--- config.mk ---
export PLATFORM = sky130hd
export DESIGN_NAME = uart_tx_fifo_flat
export DESIGN_NICKNAME = d
export VERILOG_FILES = /design/src/rtl/uart_tx_fifo_if.sv /design/src/rtl/uart_tx_fifo.sv /design/src/flat_wrapper.sv
export SDC_FILE = /design/constraint.sdc
export NUM_CORES = 1
export LEC_CHECK = 0
export ABC_CLOCK_PERIOD_IN_PS = 3800
export BUFFER_PORTS_ARGS = -buffer_cell sky130_fd_sc_hd__buf_2
export CORE_MARGIN = 2
export CORE_UTILIZATION = 35
export CTS_CLUSTER_DIAMETER = 30
export DETAILED_ROUTE_END_ITERATION = 12
export GPL_TIMING_DRIVEN = 0
export PLACE_DENSITY_LB_ADDON = 0.25
export SKIP_CTS_REPAIR_TIMING = 1
export SYNTH_ARGS = -nofsm -noshare
export SYNTH_HDL_FRONTEND = slang
export SYNTH_SLANG_ARGS = --single-unit
--- constraint.sdc ---
create_clock -name clk -period 3.8 [get_ports clk]
set_input_delay 0.38 -clock clk [delete_from_list [all_inputs] [get_ports clk]]
set_output_delay 0.38 -clock clk [all_outputs]
set_load 0.02 [all_outputs]
--- src/rtl/uart_tx_fifo_if.sv ---
// Write-side and status signals of the buffered 8N1 UART transmitter.
// The master drives the write strobe and data; the slave returns FIFO status and the serial line.
interface uart_tx_fifo_if #(
    parameter int FIFO_DEPTH = 8
);
    logic                          wr_en;
    logic [7:0]                    wr_data;
    logic                          full;
    logic                          empty;
    logic [$clog2(FIFO_DEPTH):0]   level;
    logic                          overflow;
    logic                          busy;
    logic                          txd;

    modport master (
        output wr_en, wr_data,
        input  full, empty, level, overflow, busy, txd
    );

    modport slave (
        input  wr_en, wr_data,
        output full, empty, level, overflow, busy, txd
    );
endinterface

--- src/rtl/uart_tx_fifo.sv ---
// Byte FIFO feeding an 8N1 serial transmitter (idle high, LSB first).
// state | meaning: IDLE - line high, pop when data queued | START - start bit low | DATA - 8 data bits | STOP - stop bit high
module uart_tx_fifo #(
    parameter int CLKS_PER_BIT = 5120,
    parameter int FIFO_DEPTH   = 8
) (
    input  logic             clk,
    input  logic             reset,
    uart_tx_fifo_if.slave    bus
);
    localparam int               AW         = $clog2(FIFO_DEPTH);
    localparam int               LW         = AW + 1;
    localparam logic [15:0]      BAUD_LAST  = 16'(CLKS_PER_BIT - 1);
    localparam logic [LW-1:0]    LEVEL_FULL = LW'(FIFO_DEPTH);

    typedef enum logic [1:0] {IDLE, START, DATA, STOP} state_t;

    state_t          state;
    logic [15:0]     baud_cnt;
    logic [2:0]      bit_idx;
    logic [7:0]      shreg;
    logic            txd_q;
    logic            busy_q;

    logic [7:0]      mem [FIFO_DEPTH];
    logic [AW-1:0]   wr_ptr;
    logic [AW-1:0]   rd_ptr;
    logic [LW-1:0]   level_q;
    logic            ovf_q;

    logic            full;
    logic            empty;
    logic            push;
    logic            pop;

    assign full  = (level_q == LEVEL_FULL);
    assign empty = (level_q == '0);
    assign push  = bus.wr_en && !full;
    assign pop   = (state == IDLE) && !empty;

    assign bus.full     = full;
    assign bus.empty    = empty;
    assign bus.level    = level_q;
    assign bus.overflow = ovf_q;
    assign bus.busy     = busy_q;
    assign bus.txd      = txd_q;

    // Storage needs no reset: pointers and level define which entries are valid.
    always_ff @(posedge clk) begin
        if (push) begin
            mem[wr_ptr] <= bus.wr_data;
        end
    end

    always_ff @(posedge clk or posedge reset) begin
        if (reset) begin
            wr_ptr  <= '0;
            rd_ptr  <= '0;
            level_q <= '0;
            ovf_q   <= 1'b0;
        end else begin
            ovf_q <= bus.wr_en && full;
            if (push) begin
                wr_ptr <= wr_ptr + AW'(1);
            end
            if (pop) begin
                rd_ptr <= rd_ptr + AW'(1);
            end
            case ({push, pop})
                2'b10:   level_q <= level_q + LW'(1);
                2'b01:   level_q <= level_q - LW'(1);
                default: level_q <= level_q;
            endcase
        end
    end

    // txd is loaded one state ahead so the line changes only on register outputs.
    always_ff @(posedge clk or posedge reset) begin
        if (reset) begin
            state    <= IDLE;
            baud_cnt <= '0;
            bit_idx  <= '0;
            shreg    <= '0;
            txd_q    <= 1'b1;
            busy_q   <= 1'b0;
        end else begin
            case (state)
                IDLE: begin
                    txd_q  <= 1'b1;
                    busy_q <= 1'b0;
                    if (pop) begin
                        shreg    <= mem[rd_ptr];
                        baud_cnt <= '0;
                        bit_idx  <= '0;
                        state    <= START;
                        txd_q    <= 1'b0;
                        busy_q   <= 1'b1;
                    end
                end
                START: begin
                    if (baud_cnt == BAUD_LAST) begin
                        baud_cnt <= '0;
                        bit_idx  <= '0;
                        state    <= DATA;
                        txd_q    <= shreg[0];
                    end else begin
                        baud_cnt <= baud_cnt + 16'd1;
                    end
                end
                DATA: begin
                    if (baud_cnt == BAUD_LAST) begin
                        baud_cnt <= '0;
                        shreg    <= {1'b0, shreg[7:1]};
                        if (bit_idx == 3'd7) begin
                            state <= STOP;
                            txd_q <= 1'b1;
                        end else begin
                            bit_idx <= bit_idx + 3'd1;
                            txd_q   <= shreg[1];
                        end
                    end else begin
                        baud_cnt <= baud_cnt + 16'd1;
                    end
                end
                STOP: begin
                    if (baud_cnt == BAUD_LAST) begin
                        baud_cnt <= '0;
                        state    <= IDLE;
                        busy_q   <= 1'b0;
                        txd_q    <= 1'b1;
                    end else begin
                        baud_cnt <= baud_cnt + 16'd1;
                    end
                end
                default: begin
                    state  <= IDLE;
                    txd_q  <= 1'b1;
                    busy_q <= 1'b0;
                end
            endcase
        end
    end
endmodule

--- src/flat_wrapper.sv ---
// flat-port wrapper written by rule: the top's interface ports become plain ports
module uart_tx_fifo_flat 
#(
    parameter int CLKS_PER_BIT = 5120,
    parameter int FIFO_DEPTH   = 8
)
  (clk, reset, bus_wr_en, bus_wr_data, bus_full, bus_empty, bus_level, bus_overflow, bus_busy, bus_txd);
  uart_tx_fifo_if #(.FIFO_DEPTH(FIFO_DEPTH)) bus_i ();
  input  logic clk;
  input  logic reset;
  input wire logic [$bits(bus_i.wr_en)-1:0] bus_wr_en;
  input wire logic [$bits(bus_i.wr_data)-1:0] bus_wr_data;
  output wire logic [$bits(bus_i.full)-1:0] bus_full;
  output wire logic [$bits(bus_i.empty)-1:0] bus_empty;
  output wire logic [$bits(bus_i.level)-1:0] bus_level;
  output wire logic [$bits(bus_i.overflow)-1:0] bus_overflow;
  output wire logic [$bits(bus_i.busy)-1:0] bus_busy;
  output wire logic [$bits(bus_i.txd)-1:0] bus_txd;
  assign bus_i.wr_en = bus_wr_en;
  assign bus_i.wr_data = bus_wr_data;
  assign bus_full = bus_i.full;
  assign bus_empty = bus_i.empty;
  assign bus_level = bus_i.level;
  assign bus_overflow = bus_i.overflow;
  assign bus_busy = bus_i.busy;
  assign bus_txd = bus_i.txd;
  uart_tx_fifo #(.CLKS_PER_BIT(CLKS_PER_BIT), .FIFO_DEPTH(FIFO_DEPTH)) u_core (.clk(clk), .reset(reset), .bus(bus_i));
endmodule
[Yosys cells after proc, flatten, opt, wreduce, memory -nomap -nowiden]
Memory sizes are Yosys's and may differ from the RTL's.
Cells that the tools add are included.
Storage, ports and cells
  input bits: 11
  memories: 1
  output and inout bits: 9
  flip-flop bits (word level): 42
  memory bits (writable): 64
  word-level logic and storage cells: 77
Memories
  u_core.mem: depth 8, width 8, read ports 1, clocked after memory_dff 0, write ports 1, line uart_tx_fifo.sv:25  | logic [7:0] mem [FIFO_DEPTH];
Operators by class
  mux-type cells: 29
  reductions and logical operators: 17
  $add $sub $neg: 6
  equal/unequal tests: 14
Operators with widths (number)
  2-to-1 mux 16 bit: 2
  case mux 16 bit (2 select lines): 1
  adder 16 x 1 -> 16 bit, second input constant: 1
  equality test 16 x 13 -> 1 bit, second input constant: 1
  2-to-1 mux 8 bit: 2
  case mux 8 bit (2 select lines): 1
  2-to-1 mux 3 bit: 4
  2-to-1 mux 2 bit: 5
  != test 2 x 1 -> 1 bit, second input constant: 5
  AND reduction 5 bit: 2
  adder 3 x 1 -> 3 bit, second input constant: 3
  2-to-1 mux 1 bit: 9
  case mux 3 bit (3 select lines): 1
  case mux 2 bit (4 select lines): 1
  case mux 4 bit (2 select lines): 1
  equality test 2 bit, second input constant: 3
  AND reduction 3 bit: 2
  nonzero test 2 bit: 3
  adder 4 x 1 -> 4 bit, second input constant: 1
  equality test 2 x 1 -> 1 bit, second input constant: 2
  equality test 4 bit, second input constant: 1
  zero test 4 bit: 1
  case mux 1 bit (4 select lines): 1
  subtractor 4 x 1 -> 4 bit, second input constant: 1
  other kinds (9): 12

[Depth between registers and ports, before layout]
  depth after elaboration: 5
  depth in mapped cells: 12
  gate-level depth less buffers: 10

[Worst setup path after synthesis]
Ideal clock, no wire load.
  kind: register to register
  start point: register u_core.level_q[2] (netlist: u_core.bus.level[2])
  end point: register u_core.level_q[3] (netlist: u_core.bus.level[3])
  data required time: 3.719 ns
  arrival: 2.695 ns
  setup slack: 1.025 ns
  cell stages (with the launch flop): 13
  path buffers: 4
  clock period less this slack: 2.775 ns
  setup time: 0.081 ns
  path through: dfrtp_1 > buf_6 > or4_4 > buf_12 > clkinv_8 > clkbuf_8 > nor2_2 > ha_1 > clkbuf_1 > nor4_1 > o2111a_1 > a211oi_1 > xnor2_1
Between the ends
  word-level cells in the longest chain between the ends: 5
  elaborated cells on any way between the ends: 12
  classes of those cells: 2 x add/sub; 3 x eq/ne; 1 x mux; 6 x reduce/logical
RTL lines
  start, declared: line uart_tx_fifo.sv:28  | logic [LW-1:0] level_q;
  start signal, assigned: line uart_tx_fifo.sv:70  | 2'b10: level_q <= level_q + LW'(1);
  start signal, assigned: line uart_tx_fifo.sv:71  | 2'b01: level_q <= level_q - LW'(1);
  start signal, assigned: line uart_tx_fifo.sv:72  | default: level_q <= level_q;
  zero test 4 bit *: line uart_tx_fifo.sv:37  | assign empty = (level_q == '0);
  net bus_empty: line flat_wrapper.sv:14  | output wire logic [$bits(bus_i.empty)-1:0] bus_empty;
  zero test 1 bit *: line uart_tx_fifo.sv:39  | assign pop = (state == IDLE) && !empty;
  logical AND 1 bit *: line uart_tx_fifo.sv:39
  net u_core.pop: line uart_tx_fifo.sv:34  | logic pop;
  equality test 2 x 1 -> 1 bit / equality test 2 bit (equally long branches): line uart_tx_fifo.sv:69  | case ({push, pop})
  case mux 4 bit (2 select lines) / nonzero test 2 bit (equally long branches)
Mark *: on every way through the listed nets, which the timed path passes. The rest lies on a longest branch.
A chain may end at the register's enable or synchronous reset.

[Final worst setup path]
  start point: register u_core.level_q[2] (netlist: u_core.bus.level[2])
  end point: register u_core.level_q[3] (netlist: u_core.bus.level[3])
Between the ends
  word-level cells in the longest chain between the ends: 5
  elaborated cells on any way between the ends: 12
  classes of those cells: 2 x add/sub; 3 x eq/ne; 1 x mux; 6 x reduce/logical
RTL lines (line)
  zero test 4 bit *: uart_tx_fifo.sv:37
  zero test 1 bit *: uart_tx_fifo.sv:39
  logical AND 1 bit *: uart_tx_fifo.sv:39
  net u_core.pop: uart_tx_fifo.sv:34
  equality test 2 x 1 -> 1 bit / equality test 2 bit (equally long branches): uart_tx_fifo.sv:69
  case mux 4 bit (2 select lines) / nonzero test 2 bit (equally long branches)
Marked as above.

==> impl_metrics.yaml <==
status:
  status: "complete, no violations"
routing:
  first_iter_violations: 209
  routedWlPerCell_um: 16.99
  wl_met2_um: 4642
  viasPerCell: 5.191
  wl_met3_um: 289
  drc_errors: 0
  ant_nets: 0
  wl_met1_um: 4651
  top_layer_used: "met4"
  dr.pass1.iters: 4
  num_vias: 2969
  wl_um: 9719
floorplan:
  core_um2: 13880
  dieArea_um2: 15130
  start_util: 0.3570
  die_h_um: 123.0
  die_w_um: 123.0
  ios: 20
  rows: 43
worst_hold_path:
  min-delay-path-class: "in2reg"
  worstHoldStart: "bus_wr_data[4]"
yosys:
  synth_ff_type: "edfxtp_1"
  yosysMostFrequentCell: "edfxtp_1"
  syn_inst: 356
  synth_commonest_cells: "edfxtp_1 (64), dfrtp_1 (41), nand2_1 (22)"
  synth_top_area_frac: 0.3878
  synth_area_leader_cell: "edfxtp_1"
  ys_top_cells_by_area: "edfxtp_1 (39%), dfrtp_1 (21%), mux4_2 (7.3%), ha_1 (3.0%), xnor2_1 (1.8%)"
  ys_seq_area_frac: 0.6001
  yosys.cell_types.count: 62
  ys_ff_latch: 106
  syn_nets: 379
  yosysWarnings: 0
  synth_area_um2: 4956
  syn_avg_cell_area_um2: 13.92
  synth_edf_count: 64
  async_reset_ff_frac: 0.3962
clock_tree:
  numCtsBuffers: 9
  cts-root-buf: "clkbuf_16"
  cts_sinks: 106
  clk_pin_slew_ns: 0.07
  clock_latency_ns: 0.35
  htree_levels: 3
  tritoncts: "done"
  ctsLongestPathBuffers: 2
final_layout:
  diodes: 0
  area_delta_synth_final_pct: 13.46
  fin_nets: 411
  final_core_util: 0.4051
  drive_gt1_frac: 0.2168
sta:
  worst_clock_skew_ns: 0.006535
  final-setup-viol-count: 0
  fin_crit_sh: 0.7729
  finalHoldViolCount: 0
  rsz0062_at_grt: "false"
  worst_pin_slew_ns: 0.9342
  relSlewSlack: 0.3749
  period_minus_slack_ns: 2.937
  max_freq_mhz: 340.5
  fin_setup_tns_ns: 0
  slew_violations: 0
worst_setup_path:
  worstSetupStartpoint: "u_core.bus.level[2]"
  worstPathRequired_ns: 4.07
  arrival_ns: 3.21
  worstSetupEndpointType: "flop"
  max_stage_delay_ns: 0.52
  path_cells: "buf_6 > or4_4 > buf_12 > clkinv_8 > clkbuf_8 > nor2_2 > ha_1 > clkbuf_1 > nor4_1 > o2111a_1 > a211oi_1 > xnor2_1"
  r2r_start: "u_core.bus.level[2]"
  crit_type: "reg2reg"
  cp-start-kind: "flop"
  cp_slowest_cell: "or4_4"
  critPathMaxFanout: 10
global_route:
  gr-usage-all-layers: 0.1421
  grt_pass1_wl_um: 15930
  grt_max_degree: 39
  antenna_found_initial: 0
  grt-ovfl-total: 0
  grt_pass1_vias: 2977
power:
  power_per_cell_area_nw_per_um2: 743.0
  ir_drop_uv: 359.1
  p_leak_uw: 0.002053
placed_design:
  dp_hpwl_um: 6562
  io_buffers: 19
  place.gp.congestion: 0.7611
job:
  cap_viol_max_count: 0
## report_power, final
part / switching, uW / internal [uW] / leakage [uW] / total [uW]
Sequential: 137 / 1480 / 0.00112 / 1610
Combinational: 904 / 690 / 0.000780 / 1590
Clock: 445 / 525 / 0.000152 / 970
Total: 1490 / 2690 / 0.00205 / 4180
## cell usage in the layout, fill, tap and decap left out, types with 12 or more instances in the layout
cell type,synthesis,final
inv_1,14,13
buf_2,5,24
a21oi_1,12,12
nand2_1,22,22
nor2_1,16,16
dfrtp_1,41,41
ha_1,12,12
mux4_2,16,16
edfxtp_1,64,64
## registers in the layout (all words and copies together), names as in the netlist
signal / flops
u_core.mem: 64
u_core.bus.level: 4
u_core.wr_ptr: 3
u_core.bit_idx: 3
u_core.bus.txd: 1
u_core.rd_ptr: 3
u_core.bus.busy: 1
u_core.shreg: 8
u_core.bus.overflow: 1
u_core.baud_cnt: 16
u_core.state: 2
## cell type report
| cell class | count | area [um2] |
|---|---|---|
| sequential | 106 | 2974 |
| multi-input combinational | 216 | 1782 |
| timing repair buffer | 21 | 125.1 |
| buffer | 19 | 141.4 |
| clock inverter | 6 | 81.33 |
| tap | 180 | 225.2 |
| inverter | 15 | 68.82 |
| fill | 1323 | 8258 |
| clock buffer | 9 | 225.2 |
## cells by family (layout without fill, tap and decap cells)
group	after synthesis	in the layout	synth area share
xor gates and xnor gates	14	14	0.02474
AOI/OAI and AO/OA	72	72	0.1086
and+or+nand+nor	93	93	0.09998
adders and majority gates	12	12	0.03029
muxes	25	25	0.09392
DFF	106	106	0.6001
buffers and inverters	34	70	0.04241
## path summary, 6_finish.rpt
path / to / slack [ns] / cells past startpoint
max: u_core.bus.level[3] / 0.86 / 12
min: u_core.mem[2][4] / 0.30 / 1
max reg2reg: u_core.bus.level[3] / 0.86 / 12
min reg2reg: u_core.bit_idx[0] / 0.49 / 1
max in group asynchronous: u_core.bus.txd / 2.87 / 4
min in group asynchronous: u_core.wr_ptr[0] / 0.45 / 3
## routing by layer
layer / up-vias / GRT usage
li1: 1434 / -
met1: 1482 / 0.1881
met2: 44 / 0.2262
met3: 9 / 0.03828
met4: 0 / 0.04972
met5: - / 0
## critical path, delay by kind of cell, from the launching register on
kind	cells	cell delay, ns
AOI/OAI and AO/OA	2	0.51
xor gates and xnor gates	1	0.16
adders and majority gates	1	0.28
buffers and inverters	5	0.82
DFF	1	0.40
and+or+nand+nor	3	0.68
## through the flow
step	setup slack [ns]	hold slack, ns	total power (uW)	cell area [um2]	std cells
6_report	0.8629	0.2974	4178	5623	572
5_1_grt	0.7305	0.2939	4459	5623	572
4_1_cts	0.8739	-0.1103	4235	5613	571
3_5_place_dp	0.9106	0.2691	3249	5306	556
3_3_place_gp	0.9385	0.4688	3212	5276	555
2_1_floorplan	1.025	0.4559	2833	4956	356
No activity file was read; power rests on OpenSTA's default activity.
